`src/rtl/fifo_read_streamer.sv`:
```
// Prefetching adapter from an async-FIFO pop port to a valid/ready stream.
// Hides the FIFO's registered read latency and tags every BURST_LEN-th beat.
module fifo_read_streamer #(
  parameter int DATA_W    = 3,
  parameter int BUF_DEPTH = 3,
  parameter int BURST_LEN = 4
) (
  input  logic                             clk,
  input  logic                             reset,
  input  logic                             fifo_empty,
  input  logic [DATA_W-1:0]                fifo_rdata,
  output logic                             fifo_pop,
  input  logic                             en,
  output logic                             out_valid,
  input  logic                             out_ready,
  output logic [DATA_W-1:0]                out_data,
  output logic                             out_last,
  output logic [$clog2(BUF_DEPTH+1)-1:0]   level
);

  localparam int LW = $clog2(BUF_DEPTH+1);
  localparam int IW = $clog2(BUF_DEPTH);
  localparam int CW = (BURST_LEN > 1) ? $clog2(BURST_LEN) : 1;

  localparam logic [IW-1:0] IDX_MAX = IW'(BUF_DEPTH-1);
  localparam logic [CW-1:0] CNT_MAX = CW'(BURST_LEN-1);
  localparam logic [LW:0]   DEPTH_X = (LW+1)'(BUF_DEPTH);

  logic [DATA_W-1:0] mem_q [BUF_DEPTH];
  logic [DATA_W-1:0] mem_d [BUF_DEPTH];
  logic [IW-1:0]     rd_idx_q, rd_idx_d;
  logic [IW-1:0]     wr_idx_q, wr_idx_d;
  logic [LW-1:0]     level_q, level_d;
  logic              inflight_q, inflight_d;
  logic [CW-1:0]     cnt_q, cnt_d;
  logic              room;
  logic              hs;

  function automatic logic [IW-1:0] nxt(input logic [IW-1:0] i);
    return (i == IDX_MAX) ? '0 : i + 1'b1;
  endfunction

  // Reserve a slot for the in-flight word so a capture can never overflow.
  assign room      = ({1'b0, level_q} + (LW+1)'(inflight_q)) < DEPTH_X;
  assign fifo_pop  = reset & en & ~fifo_empty & room;
  assign out_valid = (level_q != '0);
  assign hs        = out_valid & out_ready;
  assign out_data  = mem_q[rd_idx_q];
  assign out_last  = out_valid & (cnt_q == CNT_MAX);
  assign level     = level_q;

  always_comb begin
    mem_d      = mem_q;
    rd_idx_d   = rd_idx_q;
    wr_idx_d   = wr_idx_q;
    level_d    = level_q;
    cnt_d      = cnt_q;
    inflight_d = fifo_pop;
    if (inflight_q) begin
      mem_d[wr_idx_q] = fifo_rdata;
      wr_idx_d        = nxt(wr_idx_q);
    end
    if (hs) begin
      rd_idx_d = nxt(rd_idx_q);
      cnt_d    = (cnt_q == CNT_MAX) ? '0 : cnt_q + 1'b1;
    end
    unique case (1'b1)
      inflight_q & ~hs: level_d = level_q + 1'b1;
      hs & ~inflight_q: level_d = level_q - 1'b1;
      default:          level_d = level_q;
    endcase
  end

  always_ff @(posedge clk or negedge reset) begin
    if (!reset) begin
      mem_q      <= '{default: '0};
      rd_idx_q   <= '0;
      wr_idx_q   <= '0;
      level_q    <= '0;
      inflight_q <= 1'b0;
      cnt_q      <= '0;
    end else begin
      mem_q      <= mem_d;
      rd_idx_q   <= rd_idx_d;
      wr_idx_q   <= wr_idx_d;
      level_q    <= level_d;
      inflight_q <= inflight_d;
      cnt_q      <= cnt_d;
    end
  end

endmodule
```
`config.mk`:
```
export PLATFORM = sky130hd
export DESIGN_NAME = fifo_read_streamer
export DESIGN_NICKNAME = d
export VERILOG_FILES = /design/src/rtl/fifo_read_streamer.sv
export SDC_FILE = /design/constraint.sdc
export NUM_CORES = 1
export LEC_CHECK = 0
export CAP_MARGIN = 0
export CORE_UTILIZATION = 53
export DETAILED_ROUTE_END_ITERATION = 12
export HOLD_SLACK_MARGIN = 0.02
export PLACE_DENSITY = 0.79
export SETUP_SLACK_MARGIN = 0.5
export SYNTH_ARGS = -nofsm -noshare
export SYNTH_HDL_FRONTEND = slang
export SYNTH_SLANG_ARGS = --single-unit
```
`constraint.sdc`:
```
create_clock -name clk -period 4.7 [get_ports clk]
set_input_delay 0.47 -clock clk [delete_from_list [all_inputs] [get_ports clk]]
set_output_delay 0.47 -clock clk [all_outputs]
set_load 0.02 [all_outputs]
```
==> impl_metrics.ini <==
[clock_network]
ctsHoldBuffers = 0
cts-htree-levels = 1
clockBufferDepth = 2
cts_root_buf = clkbuf_4
cts_inserted_buffers = 3
clock_sinks = 18
insertion_delay_ns = 0.29
postCtsSetupBuffers = 0
cts_tree = built
clkTransAtPathRegs_ns = 0.10
ctsResizeCount = 0

[place]
routabilityCongestion = 0.705
dp_slack_ns = 1.72
dp_hpwl_um = 975
io_buffer_count = 15

[die]
initial_core_util_pct = 56.5
row_count = 14
dieArea_mm2 = 0.00175
pin_count = 16
die_w_um = 41.8
dieHeight_um = 41.8
core_area_mm2 = 0.00149

[power_and_ir_drop]
leakage_uw = 0.000484
ir_drop_v = 0.000358
power_density_mw_per_mm2 = 682

[yosys]
synth_seq_cells = 18
ys_async_sr_fraction_pct = 100
synth_top_area_share_pct = 53.6
ys_seq_area_share_pct = 53.6
synth_cell_types = 24
syn_inst = 67
synthFlopType = dfrtp_1
syn_area_per_cell_um2 = 12.5
synth-edff-count = 0
ys_warn_count = 0
syn_nets = 79
post_synth_instance_area_um2 = 841
synth_area_leaders = dfrtp_1 (54%), mux2_2 (9.4%), ha_1 (6.0%)
synth_top_area_cell = dfrtp_1

[sta]
timing.fmax_mhz = 337
final.setup_skew_ns = 0.000427
fin_crit_ns = 2.97
post-route-period-util_pct = 63.1
timing_hold_violations_final = 0
timing.final.ws_setup_ns = 1.73
slew_headroom_pct = 63.5
setup_viol = 0
worst_slew_pin_slew_ns = 0.534
rsz0062_at_grt = no
maxSlewViolCount = 0
tns_ns = 0

[worst_setup_path]
crit_fanout = 6
end_kind = output pin
cp_data_required_time_ns = 4.23
start_kind = register
rrSetupSlack_ns = 2.99
crit_type = reg -> out
cp.arrival_ns = 2.50

[layout]
multi_input_area_um2 = 375
syn2layout_area_growth_pct = 25.0
num_antenna_cells = 0
regArea_um2 = 450
mostFrequentLayoutCell = dfrtp_1
fillers = 108
final_cell_mix = dfrtp_1 (18), clkdlybuf4s50_1 (15), mux2_2 (7), nand2_1 (5), o21ai_0 (5)
drive_gt1_share_pct = 23.3
fin_nets = 99
finalCoreUtilization_pct = 70.6

[detailed_routing]
ant_nets = 0
drt-vias-per-instance = 5.41
wl_um = 1370
first_pass_iters = 8
drtIter0Drc = 8
vias = 552
wl_per_cell_um = 13.4
drc = 1

[worst_hold_path]
hold_path.class = in -> async

[run_status]
status = finished with violations
violations = DRC

[job]
maxCapViolCount = 0

[global_route]
grt.overflow.total = 0
antenna_found_initial = 0
grt_use_total_pct = 19.1
first_global_vias = 553
grt_pass1_wl_um = 2400
grt_start_max_net_pins = 20
[stage by stage]
step | instances | instance area [um^2] | power [uW] | hold WS [ns]
after floorplan | 67 | 841 | 500 | 0.174
after global placement | 98 | 1010 | 616 | 0.490
after detailed placement | 98 | 1010 | 627 | 0.498
after CTS | 102 | 1050 | 725 | 0.505
after global routing | 102 | 1050 | 770 | 0.512
final | 102 | 1050 | 717 | 0.495
[kinds of logic after synthesis]
group | after synthesis | synth area share, %
AND/OR/NAND/NOR | 15 | 9.97
AO/OA/AOI/OAI | 10 | 7.29
buffers and inverters | 4 | 1.79
multiplexers | 13 | 18.3
XOR/XNOR | 3 | 3.13
flip-flops | 18 | 53.6
adder cells (fa/ha/maj) | 4 | 5.95
[cell usage after synthesis (2+ instances only)]
cell type  count
mux2i_1        3
a21o_1         3
inv_2          2
nor3_1         2
dfrtp_1       18
mux2_4         3
o21ai_0        5
mux2_2         7
ha_1           4
xnor2_1        2
nand2_1        5
[area by class of cell]
| cell class | count | area share, % |
|---|---|---|
| Inverter | 3 | 1.07 |
| Multi-Input combinational cell | 45 | 35.7 |
| Timing Repair Buffer | 16 | 15.0 |
| Clock buffer | 4 | 3.45 |
| Tap cell | 16 | 1.90 |
| Sequential cell | 18 | 42.9 |
[power by group]
group / switching [uW] / total, uW / internal [uW]
clock: 48.4 / 95.6 / 47.2
combinational: 139 / 323 / 183
sequential: 68.7 / 299 / 230
total: 256 / 717 / 461
[layer usage]
layer / up-vias / GRT usage, % / wire, um
met5: - / 0 / 0
met4: 0 / 9.68 / 18
met3: 2 / 5.22 / 39
met2: 10 / 29.4 / 669
met1: 265 / 24.6 / 641
li1: 275 / - / -
[registers in the layout, summed over array words and instances, names as in the netlist]
register and flops:
cnt_q 2, level 2, wr_idx_q 2, rd_idx_q 2
mem_q 9, inflight_q 1
[critical path, stage by stage, from the launching register on]
cell             delay [ns]
dfrtp_1                0.47
ha_1                   0.23
ha_1                   0.26
a2111oi_0              0.53
clkdlybuf4s50_1        0.71
[worst paths after layout]
| path | from | endpoint | cells past startpoint |
|---|---|---|---|
| worst min-delay path | reset | cnt_q[0] | 2 |
| min in group clk | mem_q[5] | mem_q[5] | 1 |
| worst max-delay path | level[0] | fifo_pop | 4 |
| max in group asynchronous | reset | mem_q[3] | 2 |
| worst max register to register | level[0] | level[1] | 5 |
| worst min register to register | mem_q[5] | mem_q[5] | 1 |
(Power assumes the default switching activity.)
